File: src/rtl/turn_signal_seq.sv
// -----------------------------------------------------------------------------
// turn_signal_seq
//
// Sequential turn-signal controller. Each side has LAMPS lamps that fill from
// the innermost lamp outward, one lamp per sequence step, and then go dark for
// one step. A hazard request, or left and right together, blinks both sides:
// one step fully on, then one step off. A free-running prescaler sets the
// step length to DIV clock cycles.
//
// Ports
//   clk     in   1      clock, rising edge active
//   reset   in   1      asynchronous, active-high reset
//   left    in   1      left turn request (level, synchronous to clk)
//   right   in   1      right turn request (level, synchronous to clk)
//   hazard  in   1      hazard request (level, synchronous to clk)
//   lamp_l  out  LAMPS  left lamps, bit 0 innermost (registered)
//   lamp_r  out  LAMPS  right lamps, bit 0 innermost (registered)
//   busy    out  1      high whenever the sequencer is not idle (registered)
// -----------------------------------------------------------------------------
module turn_signal_seq #(
    parameter int LAMPS = 3,
    parameter int DIV   = 1
) (
    input  logic             clk,
    input  logic             reset,
    input  logic             left,
    input  logic             right,
    input  logic             hazard,
    output logic [LAMPS-1:0] lamp_l,
    output logic [LAMPS-1:0] lamp_r,
    output logic             busy
);

    // DIV=1 would give a zero-width counter, so keep at least one bit.
    localparam int CNT_W  = (DIV > 1) ? $clog2(DIV) : 1;
    localparam int STEP_W = $clog2(LAMPS + 1);

    localparam logic [CNT_W-1:0]  CNT_MAX   = CNT_W'(DIV - 1);
    localparam logic [STEP_W-1:0] STEP_LAST = STEP_W'(LAMPS);
    localparam logic [STEP_W-1:0] STEP_ONE  = STEP_W'(1);

    typedef enum logic [1:0] {
        IDLE,
        LEFT,
        RIGHT,
        HAZ_ON
    } state_t;

    state_t            state_q, state_d;
    logic [STEP_W-1:0] step_q,  step_d;
    logic [CNT_W-1:0]  cnt_q,   cnt_d;
    logic [LAMPS-1:0]  lamp_l_q, lamp_l_d;
    logic [LAMPS-1:0]  lamp_r_q, lamp_r_d;
    logic              busy_q,   busy_d;
    logic              tick;

    // Thermometer code with the lowest k bits set.
    function automatic logic [LAMPS-1:0] therm(input logic [STEP_W-1:0] k);
        logic [LAMPS-1:0] t;
        t = '0;
        for (int i = 0; i < LAMPS; i++) begin
            t[i] = (i < int'(k));
        end
        return t;
    endfunction

    // Free-running prescaler; tick marks the last cycle of every step.
    assign tick  = (cnt_q == CNT_MAX);
    assign cnt_d = tick ? '0 : cnt_q + 1'b1;

    always_comb begin
        state_d = state_q;
        step_d  = step_q;
        if (tick) begin
            unique case (state_q)
                IDLE: begin
                    if (hazard || (left && right)) begin
                        state_d = HAZ_ON;
                    end else if (left) begin
                        state_d = LEFT;
                        step_d  = STEP_ONE;
                    end else if (right) begin
                        state_d = RIGHT;
                        step_d  = STEP_ONE;
                    end
                end
                LEFT, RIGHT: begin
                    // Only hazard interrupts a running side sequence; the
                    // request inputs are ignored until IDLE comes back.
                    if (hazard) begin
                        state_d = HAZ_ON;
                    end else if (step_q == STEP_LAST) begin
                        state_d = IDLE;
                    end else begin
                        step_d = step_q + 1'b1;
                    end
                end
                HAZ_ON: begin
                    state_d = IDLE;
                end
                default: begin
                    state_d = IDLE;
                end
            endcase
        end
    end

    // Lamp decode is taken from the next state so the registered outputs
    // line up with the state register and never see the inputs directly.
    always_comb begin
        lamp_l_d = '0;
        lamp_r_d = '0;
        busy_d   = (state_d != IDLE);
        unique case (state_d)
            LEFT:    lamp_l_d = therm(step_d);
            RIGHT:   lamp_r_d = therm(step_d);
            HAZ_ON: begin
                lamp_l_d = '1;
                lamp_r_d = '1;
            end
            default: begin
                lamp_l_d = '0;
                lamp_r_d = '0;
            end
        endcase
    end

    always_ff @(posedge clk or posedge reset) begin
        if (reset) begin
            state_q  <= IDLE;
            step_q   <= '0;
            cnt_q    <= '0;
            lamp_l_q <= '0;
            lamp_r_q <= '0;
            busy_q   <= 1'b0;
        end else begin
            state_q  <= state_d;
            step_q   <= step_d;
            cnt_q    <= cnt_d;
            lamp_l_q <= lamp_l_d;
            lamp_r_q <= lamp_r_d;
            busy_q   <= busy_d;
        end
    end

    assign lamp_l = lamp_l_q;
    assign lamp_r = lamp_r_q;
    assign busy   = busy_q;

endmodule

File: config.mk
export PLATFORM = sky130hd
export DESIGN_NAME = turn_signal_seq
export DESIGN_NICKNAME = d
export VERILOG_FILES = /design/src/rtl/turn_signal_seq.sv
export SDC_FILE = /design/constraint.sdc
export NUM_CORES = 1
export LEC_CHECK = 0
export CAP_MARGIN = 20
export CORE_MARGIN = 2
export CORE_UTILIZATION = 30
export CTS_BUF_LIST = sky130_fd_sc_hd__clkbuf_8 sky130_fd_sc_hd__clkbuf_16
export DETAILED_ROUTE_END_ITERATION = 16
export GPL_TIMING_DRIVEN = 0
export SLEW_MARGIN = 25
export SYNTH_ARGS = -nofsm -noshare
export SYNTH_HDL_FRONTEND = slang
export SYNTH_SLANG_ARGS = --single-unit
export TNS_END_PERCENT = 100
File: constraint.sdc
create_clock -name clk -period 2.61 [get_ports clk]
set_input_delay 0.6525 -clock clk [delete_from_list [all_inputs] [get_ports clk]]
set_output_delay 0.6525 -clock clk [all_outputs]
set_load 0.005 [all_outputs]
==> results.py, run 1 <==
metrics = {
    "setup_path": {
        "cp-end-kind": "register",
        "cp-start-kind": "input pin",
        "r2r_slack_ns": 0.94,
        "crit_type": "in2reg",
        "cp.arrival_ns": 1.99,
        "critPathMaxFanout": 7,
        "r2r_start": "state_q[0]$_DFF_PP0_",
        "reg2reg_depth": 8,
        "required_ns": 2.72,
        "rr_endpoint": "lamp_r[1]$_DFF_PP0_",
    },
    "clocking": {
        "htree_levels": 1,
        "cts_resized": 0,
        "numCtsBuffers": 3,
        "cts_setup_buffers": 0,
        "cts_tree": "yes",
        "ctsRootBufferMaster": "clkbuf_8",
        "cts.sinks": 11,
        "cts_hold_buf": 0,
        "clockBufferDepth": 2,
        "clk_latency_ns": 0.23,
        "path_clk_slew_ns": 0.05,
    },
    "logic_synthesis": {
        "ys_seq_area_frac": 0.519,
        "syn-instance-count": 53,
        "synth_most_common_cell": "dfrtp_1",
        "synth.cell_area_um2": 531,
        "synthSimpleGateAreaFrac": 0.113,
        "synth_compound_area_frac": 0.248,
        "syn_avg_cell_area_um2": 10.0,
        "ys_warn_count": 0,
        "synth_top_area_frac": 0.519,
        "async_flop_share": 1.00,
        "yosysTopAreaCell": "dfrtp_1",
        "muxShareOfSynthArea": 0,
        "synth_nets": 60,
        "yosys-top-cells-count": "dfrtp_1 (11), nor2_1 (10), inv_1 (8)",
        "synthFlopType": "dfrtp_1",
        "yosys_register_bits": 11,
        "synth_top_family_by_area": "compound AO/OA/AOI/OAI gates",
        "synth_edf_count": 0,
        "synth.distinct_cells": 17,
        "synth_xor_xnor_area_share": 0.0165,
        "yosys-top-cells-area": "dfrtp_1 (52%), nor2_1 (7.1%), inv_1 (5.7%), a221oi_4 (5.0%), a21oi_1 (4.7%)",
        "post_synth_fa_ha_maj_area_fraction": 0.0472,
    },
    "drt": {
        "drtIter0Drc": 5,
        "route.detailed.drc": 0,
        "wl_per_cell_um": 11.1,
        "dr.pass1.iters": 4,
        "vias_per_cell": 4.71,
        "vias": 400,
        "postRouteAntennaNets": 0,
        "drt_wl_total_um": 940,
    },
    "floorplanning": {
        "die_w_um": 46.1,
        "die-height_um": 46.1,
        "core.rowCount": 15,
        "start_util": 0.314,
        "pin_count": 12,
        "fp.dieArea_um2": 2120,
        "fp.coreArea_um2": 1690,
    },
    "placement": {
        "dp_hpwl_um": 719,
        "place_congestion": 0.645,
        "portBuffers": 11,
        "dpl_cell_area_um2": 662,
        "pre_cts_ws_ns": 0.459,
    },
    "timing": {
        "hold_viol_final": 0,
        "post-route-min-period_ns": 1.87,
        "drv_slew": 0,
        "finClkSkew_ns": 0.000851,
        "whs_ns": 0.701,
        "slew_headroom": 0.731,
        "worstMarginPinSlew_ns": 0.402,
        "max_freq_ghz": 0.534,
        "rsz0062_at_grt": "no",
        "worst_slack_ns": 0.736,
        "timing.final.crit_share": 0.718,
        "setup_viol": 0,
        "tns_ns": 0,
    },
    "final_layout": {
        "fin_nets": 76,
        "area_growth_pct": 33.3,
        "diodes": 0,
        "design_area_um2": 707,
        "drive_above_1_share": 0.103,
    },
    "global_routing": {
        "overflow": 0,
        "antenna_found_initial": 0,
        "grt_max_degree": 12,
        "grt_pass1_vias": 382,
        "grt_pass1_wl_um": 1680,
        "grt_usage": 0.122,
    },
    "power": {
        "leakage_uw": 0.000324,
        "vdd_drop_max_mv": 0.595,
        "powerDensity_nw_per_um2": 1410,
    },
    "outcome": {
        "outcome": "finished, final reports clean",
    },
    "run": {
        "maxCapViolCount": 0,
    },
    "worst_hold_path": {
        "hp-class": "in2async",
    },
}
[kinds of logic after synthesis]
kind of cell | after synthesis
simple gates | 14
flops | 11
fa+ha+maj | 2
compound gates | 17
xor+xnor | 1
buf+inv | 8
[cell type report]
cell class	instances	area, um2
fillers	164	982
clock inverters	1	3.75
flip-flops and latches	11	275
clock buffers	3	41.3
well taps	17	21.3
multi-input cells	34	225
repair buffers	11	110
inverters	8	30.0
[state kept, by name, indices dropped and copies added (netlist names)]
name / count
lamp_l: 3
busy: 1
lamp_r: 3
state_q: 2
step_q: 2
[metrics by stage]
step	utilization	total power (uW)	std cells
2_1_floorplan	-	675	53
3_3_place_gp	0.392	840	81
3_5_place_dp	0.392	848	81
4_1_cts	0.419	1010	85
5_1_grt	0.419	1090	85
6_report	0.419	998	85
[placed cells by master (no fill, tap or decap)]
| cell type | n |
|---|---|
| a221oi_4 | 1 |
| o21ai_0 | 2 |
| a21boi_0 | 2 |
| o21ai_2 | 2 |
| o211ai_1 | 1 |
| a211oi_1 | 2 |
| nor2_1 | 10 |
| clkdlybuf4s50_1 | 11 |
| o21a_1 | 2 |
| a21oi_1 | 5 |
| nand2_2 | 1 |
| dfrtp_1 | 11 |
| nand2_1 | 1 |
| nor2b_1 | 1 |
| inv_1 | 9 |
| nand2b_1 | 1 |
| xnor2_1 | 1 |
| clkbuf_8 | 3 |
| ha_1 | 2 |
[where the power goes]
group | leakage (uW) | total (uW) | switching [uW] | internal (uW)
combinational | 0.000160 | 538 | 291 | 247
clock | 0.0000269 | 162 | 59.4 | 103
sequential | 0.000137 | 298 | 43.8 | 254
total | 0.000324 | 998 | 394 | 603
[critical path, stage by stage]
cell	delay [ns]
clkdlybuf4s50_1	0.51
inv_1	0.05
a211oi_1	0.24
o21a_1	0.28
inv_1	0.09
nor2_1	0.12
nor2_1	0.05
[worst max-delay path by stage]
stage                         startpoint             endpoint  slack (ns)  cells after the start
finish                             right  lamp_r[1]$_DFF_PP0_        0.74                      7
global route                       right  lamp_r[1]$_DFF_PP0_        0.57                      7
CTS                                right  lamp_r[1]$_DFF_PP0_        0.71                      7
detailed placement                 right  lamp_r[1]$_DFF_PP0_        0.46                      7
global placement                   right  lamp_r[1]$_DFF_PP0_        0.49                      7
floorplan           state_q[0]$_DFF_PP0_  lamp_r[1]$_DFF_PP0_        1.13                      8
[routing by layer]
metal	vias to the layer above	routed length (um)	global-route usage
met2	7	446	0.167
li1	203	-	-
met1	185	414	0.148
met4	0	41	0.120
met3	5	37	0.0353
met5	-	0	0
Note: power is estimated with default switching activity, not from simulation.
==> run 2: changes to the inputs <==
==> constraint.sdc (replaced) <==
create_clock -name clk -period 1.5 [get_ports clk]
set_input_delay 0.375 -clock clk [delete_from_list [all_inputs] [get_ports clk]]
set_output_delay 0.375 -clock clk [all_outputs]
set_load 0.005 [all_outputs]
==> results.py, run 2 (synthesis results as in run 1) <==
metrics = {
    "setup_path": {
        "rr_endpoint": "lamp_r[2]$_DFF_PP0_",
        "r2r_slack_ns": 0.04,
        "crit_type": "reg2reg",
        "r2r_start": "state_q[1]$_DFF_PP0_",
        "crit_path_start": "state_q[1]$_DFF_PP0_",
        "required_ns": 1.67,
        "reg2reg_depth": 6,
        "critPathMaxFanout": 4,
        "cp.arrival_ns": 1.63,
        "cp-end-kind": "register",
        "cp-start-kind": "register",
    },
    "final_layout": {
        "final_common_cell": "dfrtp_1",
        "diodes": 0,
        "fillers": 166,
        "final_util": 0.477,
        "final_cell_mix": "dfrtp_1 (11), clkdlybuf4s50_1 (8), inv_1 (6), nor2_1 (6), buf_4 (5)",
        "area_growth_pct": 51.9,
        "drive_above_1_share": 0.397,
        "fin_nets": 81,
    },
    "global_routing": {
        "grt_pass1_wl_um": 1830,
        "met1_usage": 0.147,
        "grt_usage": 0.130,
        "overflow": 0,
        "grt_pass1_vias": 422,
        "grt_use_met3": 0.0353,
        "met2_usage": 0.197,
        "antenna_found_initial": 0,
        "grt_max_degree": 12,
        "grt_most_used_layer": "met2",
    },
    "drt": {
        "postRouteAntennaNets": 0,
        "wl_per_cell_um": 12.1,
        "dr.pass1.iters": 2,
        "drt_wl_total_um": 1090,
        "vias_per_cell": 4.79,
        "drtIter0Drc": 4,
        "vias": 431,
        "route.detailed.drc": 0,
    },
    "timing": {
        "slew_headroom": 0.736,
        "timing.final.crit_share": 0.974,
        "hold_viol_final": 0,
        "worstMarginPinSlew_ns": 0.395,
        "finClkSkew_ns": 0.000994,
        "whs_ns": 0.419,
        "rsz0062_at_grt": "yes",
        "post-route-min-period_ns": 1.46,
        "setup_viol": 0,
        "drv_slew": 0,
        "max_freq_ghz": 0.685,
    },
    "power": {
        "powerDensity_nw_per_um2": 2780,
        "vdd_drop_max_mv": 1.24,
        "leakage_uw": 0.000364,
    },
    "clocking": {
        "cts_hold_buf": 0,
        "ctsRootBufferMaster": "clkbuf_8",
        "cts_tree": "yes",
        "cts.sinks": 11,
        "clk_latency_ns": 0.24,
        "path_clk_slew_ns": 0.05,
        "clockBufferDepth": 2,
        "numCtsBuffers": 3,
        "htree_levels": 1,
    },
    "outcome": {
        "outcome": "finished, final reports clean",
    },
    "run": {
        "maxCapViolCount": 0,
    },
    "floorplanning": {
        "start_util": 0.314,
        "fp.dieArea_um2": 2120,
        "die_w_um": 46.1,
        "pin_count": 12,
        "fp.coreArea_um2": 1690,
        "core.rowCount": 15,
        "die-height_um": 46.1,
    },
    "worst_hold_path": {
        "hp-class": "in2async",
    },
    "placement": {
        "dp_hpwl_um": 719,
        "portBuffers": 11,
        "place_congestion": 0.645,
    },
}
==> run 2: cell count changes in the layout (fill, tap and decap cells not counted), sizes merged <==
cell and change:
buf +5, clkdlybuf4s50 -3, dlygate4sd2 +3
==> run 2: through the flow <==
stage | instances | setup slack (ns) | power (uW) | TNS [ns] | instance area, um2
after detailed placement | 81 | -0.374 | 1480 | -2.81 | 662
after global routing | 90 | -0.0502 | 2410 | -0.139 | 806
final | 90 | 0.0394 | 2240 | 0 | 806
after floorplan | 53 | 0.0184 | 1170 | 0 | 531
after global placement | 81 | -0.347 | 1460 | -2.78 | 662
after CTS | 87 | 0.000404 | 1910 | 0 | 741
==> run 2: what timing repair did <==
item                                    4_1_cts  5_1_grt
endpoints found under the setup margin        9        7
pin swaps                                     2        8
buffers inserted                              2        3
resized for setup                             8       16
==> run 2: metal layers <==
| metal | wire length (um) | vias to the layer above |
|---|---|---|
| li1 | - | 213 |
| met1 | 439 | 206 |
| met2 | 576 | 7 |
| met3 | 34 | 5 |
| met4 | 42 | 0 |
| met5 | 0 | - |
==> run 2: layout make-up <==
cell class                      instances  area [um2]  share of cell area
Clock buffer                            3        41.3              0.0512
Clock inverter                          1        3.75             0.00466
Inverter                                8        30.0              0.0373
Multi-Input combinational cell         34         290               0.360
Sequential cell                        11         275               0.342
Tap cell                               17        21.3              0.0264
Timing Repair Buffer                   16         144               0.179
==> run 2: worst max-delay path, cell delays in order (launching register included) <==
cell and delay (ns):
dfrtp_1 0.40, inv_2 0.07, ha_4 0.28, o21ai_2 0.06
a221oi_4 0.33, nand2_2 0.12, a21oi_2 0.13
==> run 2: power breakdown <==
part / total [uW] / switching, uW / internal, uW
Combinational: 1430 / 693 / 733
Clock: 286 / 106 / 179
Sequential: 525 / 83.2 / 442
Total: 2240 / 882 / 1350
==> run 2: how the worst max path moves through the flow <==
| stage | slack (ns) | depth (start not counted) | to |
|---|---|---|---|
| CTS | 0.0004 | 7 | lamp_r[0]$_DFF_PP0_ |
| floorplan | 0.02 | 8 | lamp_r[1]$_DFF_PP0_ |
| detailed placement | -0.37 | 7 | lamp_r[1]$_DFF_PP0_ |
| global placement | -0.35 | 7 | lamp_r[1]$_DFF_PP0_ |
| global route | -0.05 | 6 | lamp_l[2]$_DFF_PP0_ |
| finish | 0.04 | 6 | lamp_r[2]$_DFF_PP0_ |
==> run 3: changes to the inputs <==
--- a/config.mk
+++ b/config.mk
@@ -6,9 +6,10 @@
 export NUM_CORES = 1
 export LEC_CHECK = 0
 export CAP_MARGIN = 20
-export CORE_MARGIN = 2
+export CORE_MARGIN = 3
 export CORE_UTILIZATION = 30
 export CTS_BUF_LIST = sky130_fd_sc_hd__clkbuf_8 sky130_fd_sc_hd__clkbuf_16
+export CTS_CLUSTER_SIZE = 28
 export DETAILED_ROUTE_END_ITERATION = 16
 export GPL_TIMING_DRIVEN = 0
 export SLEW_MARGIN = 25
==> results.py, run 3 (synthesis results as in run 1) <==
metrics = {
    "power": {
        "powerDensity_nw_per_um2": 2850,
        "vdd_drop_max_mv": 1.30,
        "finalPower_uw": 2330,
        "leakage_uw": 0.000370,
    },
    "global_routing": {
        "grt_max_degree": 12,
        "met2_usage": 0.169,
        "met1_usage": 0.162,
        "grt_most_used_layer": "met2",
        "grt_pass1_vias": 408,
        "grt_use_met3": 0.0451,
        "antenna_found_initial": 0,
        "grt_usage": 0.124,
        "overflow": 0,
        "grt_pass1_wl_um": 1870,
    },
    "timing": {
        "slew_headroom": 0.730,
        "worstMarginPinSlew_ns": 0.405,
        "setup_viol": 0,
        "hold_viol_final": 0,
        "finClkSkew_ns": 0.00254,
        "max_freq_ghz": 0.687,
        "post-route-min-period_ns": 1.46,
        "rsz0062_at_grt": "yes",
        "timing.final.crit_share": 0.970,
        "drv_slew": 0,
    },
    "clocking": {
        "clockBufferDepth": 2,
        "ctsRootBufferMaster": "clkbuf_8",
        "numCtsBuffers": 3,
        "htree_levels": 1,
        "cts.sinks": 11,
        "path_clk_slew_ns": 0.05,
        "cts_tree": "yes",
        "clk_latency_ns": 0.24,
    },
    "floorplanning": {
        "core.rowCount": 14,
        "fp.coreArea_um2": 1580,
        "start_util": 0.337,
        "fp.dieArea_um2": 2310,
        "pin_count": 12,
        "die_w_um": 48.1,
        "die-height_um": 48.1,
    },
    "drt": {
        "vias_per_cell": 4.96,
        "drtIter0Drc": 5,
        "dr.pass1.iters": 2,
        "postRouteAntennaNets": 0,
        "vias": 441,
        "wl_per_cell_um": 13.1,
        "route.detailed.drc": 0,
        "drt_wl_total_um": 1160,
    },
    "final_layout": {
        "multi_input_area_um2": 277,
        "final_common_cell": "dfrtp_1",
        "final_util": 0.517,
        "diodes": 0,
        "fillers": 140,
        "seqCellArea_um2": 275,
        "final_cell_mix": "dfrtp_1 (11), clkdlybuf4s50_1 (8), nor2_1 (7)",
        "layout.cells.non_filler": 89,
        "area_growth_pct": 53.8,
        "fin_nets": 81,
        "drive_above_1_share": 0.370,
    },
    "setup_path": {
        "r2r_slack_ns": 0.05,
        "cp.arrival_ns": 1.08,
        "reg2reg_depth": 6,
        "worst-path-stages": 1,
        "crit_chain": "clkdlybuf4s50_1",
        "crit_type": "reg2out",
        "required_ns": 1.12,
        "critPathMaxFanout": 1,
        "cpPeakStageDelay_ns": 0.52,
        "critPathBufInv": 1,
        "cp-end-kind": "primary output",
        "cpMaxStageDelayCell": "clkdlybuf4s50_1",
        "cp_top_family": "buffers and inverters",
        "cp-start-kind": "register",
    },
    "placement": {
        "dp_hpwl_um": 733,
        "portBuffers": 11,
        "place_congestion": 0.781,
        "dpl.cell_count": 80,
    },
    "outcome": {
        "outcome": "finished, final reports clean",
    },
    "worst_hold_path": {
        "hp-class": "in2async",
    },
    "run": {
        "maxCapViolCount": 0,
    },
}
-- run 3: path summary, 6_finish.rpt --
kind | start | endpoint
worst max-delay path | busy$_DFF_PP0_ | busy
worst min-delay path | reset | lamp_l[1]$_DFF_PP0_
worst min register to register | step_q[1]$_DFF_PP0_ | step_q[1]$_DFF_PP0_
min in group clk | right | step_q[0]$_DFF_PP0_
max in group asynchronous | reset | lamp_r[2]$_DFF_PP0_
worst max register to register | state_q[1]$_DFF_PP0_ | lamp_r[2]$_DFF_PP0_
-- run 3: area by class of cell --
cell class	count	share of cell area
Clock buffer	3	0.0506
Clock inverter	1	0.00460
Inverter	8	0.0368
Multi-Input combinational cell	34	0.339
Sequential cell	11	0.337
Tap cell	16	0.0245
Timing Repair Buffer	16	0.207
-- run 3: timing repair --
action / in CTS / in global routing
setup buffers: 4 / 1
pin swaps: 2 / 9
hold buffers: 0 / 0
endpoints found under the hold margin: 0 / 0
gates resized for setup: 8 / 13
endpoints found under the setup margin: 9 / 7
-- run 3: through the flow --
| stage | setup TNS [ns] | cell area (um2) | hold slack [ns] | setup WS (ns) |
|---|---|---|---|---|
| 5_1_grt | -0.133 | 816 | 0.486 | -0.0477 |
| 3_5_place_dp | -2.83 | 661 | 0.691 | -0.355 |
| 3_3_place_gp | -2.69 | 661 | 0.679 | -0.345 |
| 4_1_cts | 0 | 782 | 0.439 | 0.00700 |
| 6_report | 0 | 816 | 0.430 | 0.0446 |
| 2_1_floorplan | 0 | 531 | 0.227 | 0.0184 |
-- run 3: where the power goes --
group	leakage, uW	switching [uW]	internal [uW]
logic	0.000206	699	812
clock network	0.0000269	107	179
registers	0.000137	88.0	442
-- run 3: metal layers --
| layer | up-vias | part of all wire |
|---|---|---|
| met5 | - | 0 |
| met4 | 0 | 0.020 |
| met3 | 2 | 0.067 |
| met2 | 11 | 0.46 |
| met1 | 214 | 0.45 |
| li1 | 214 | - |
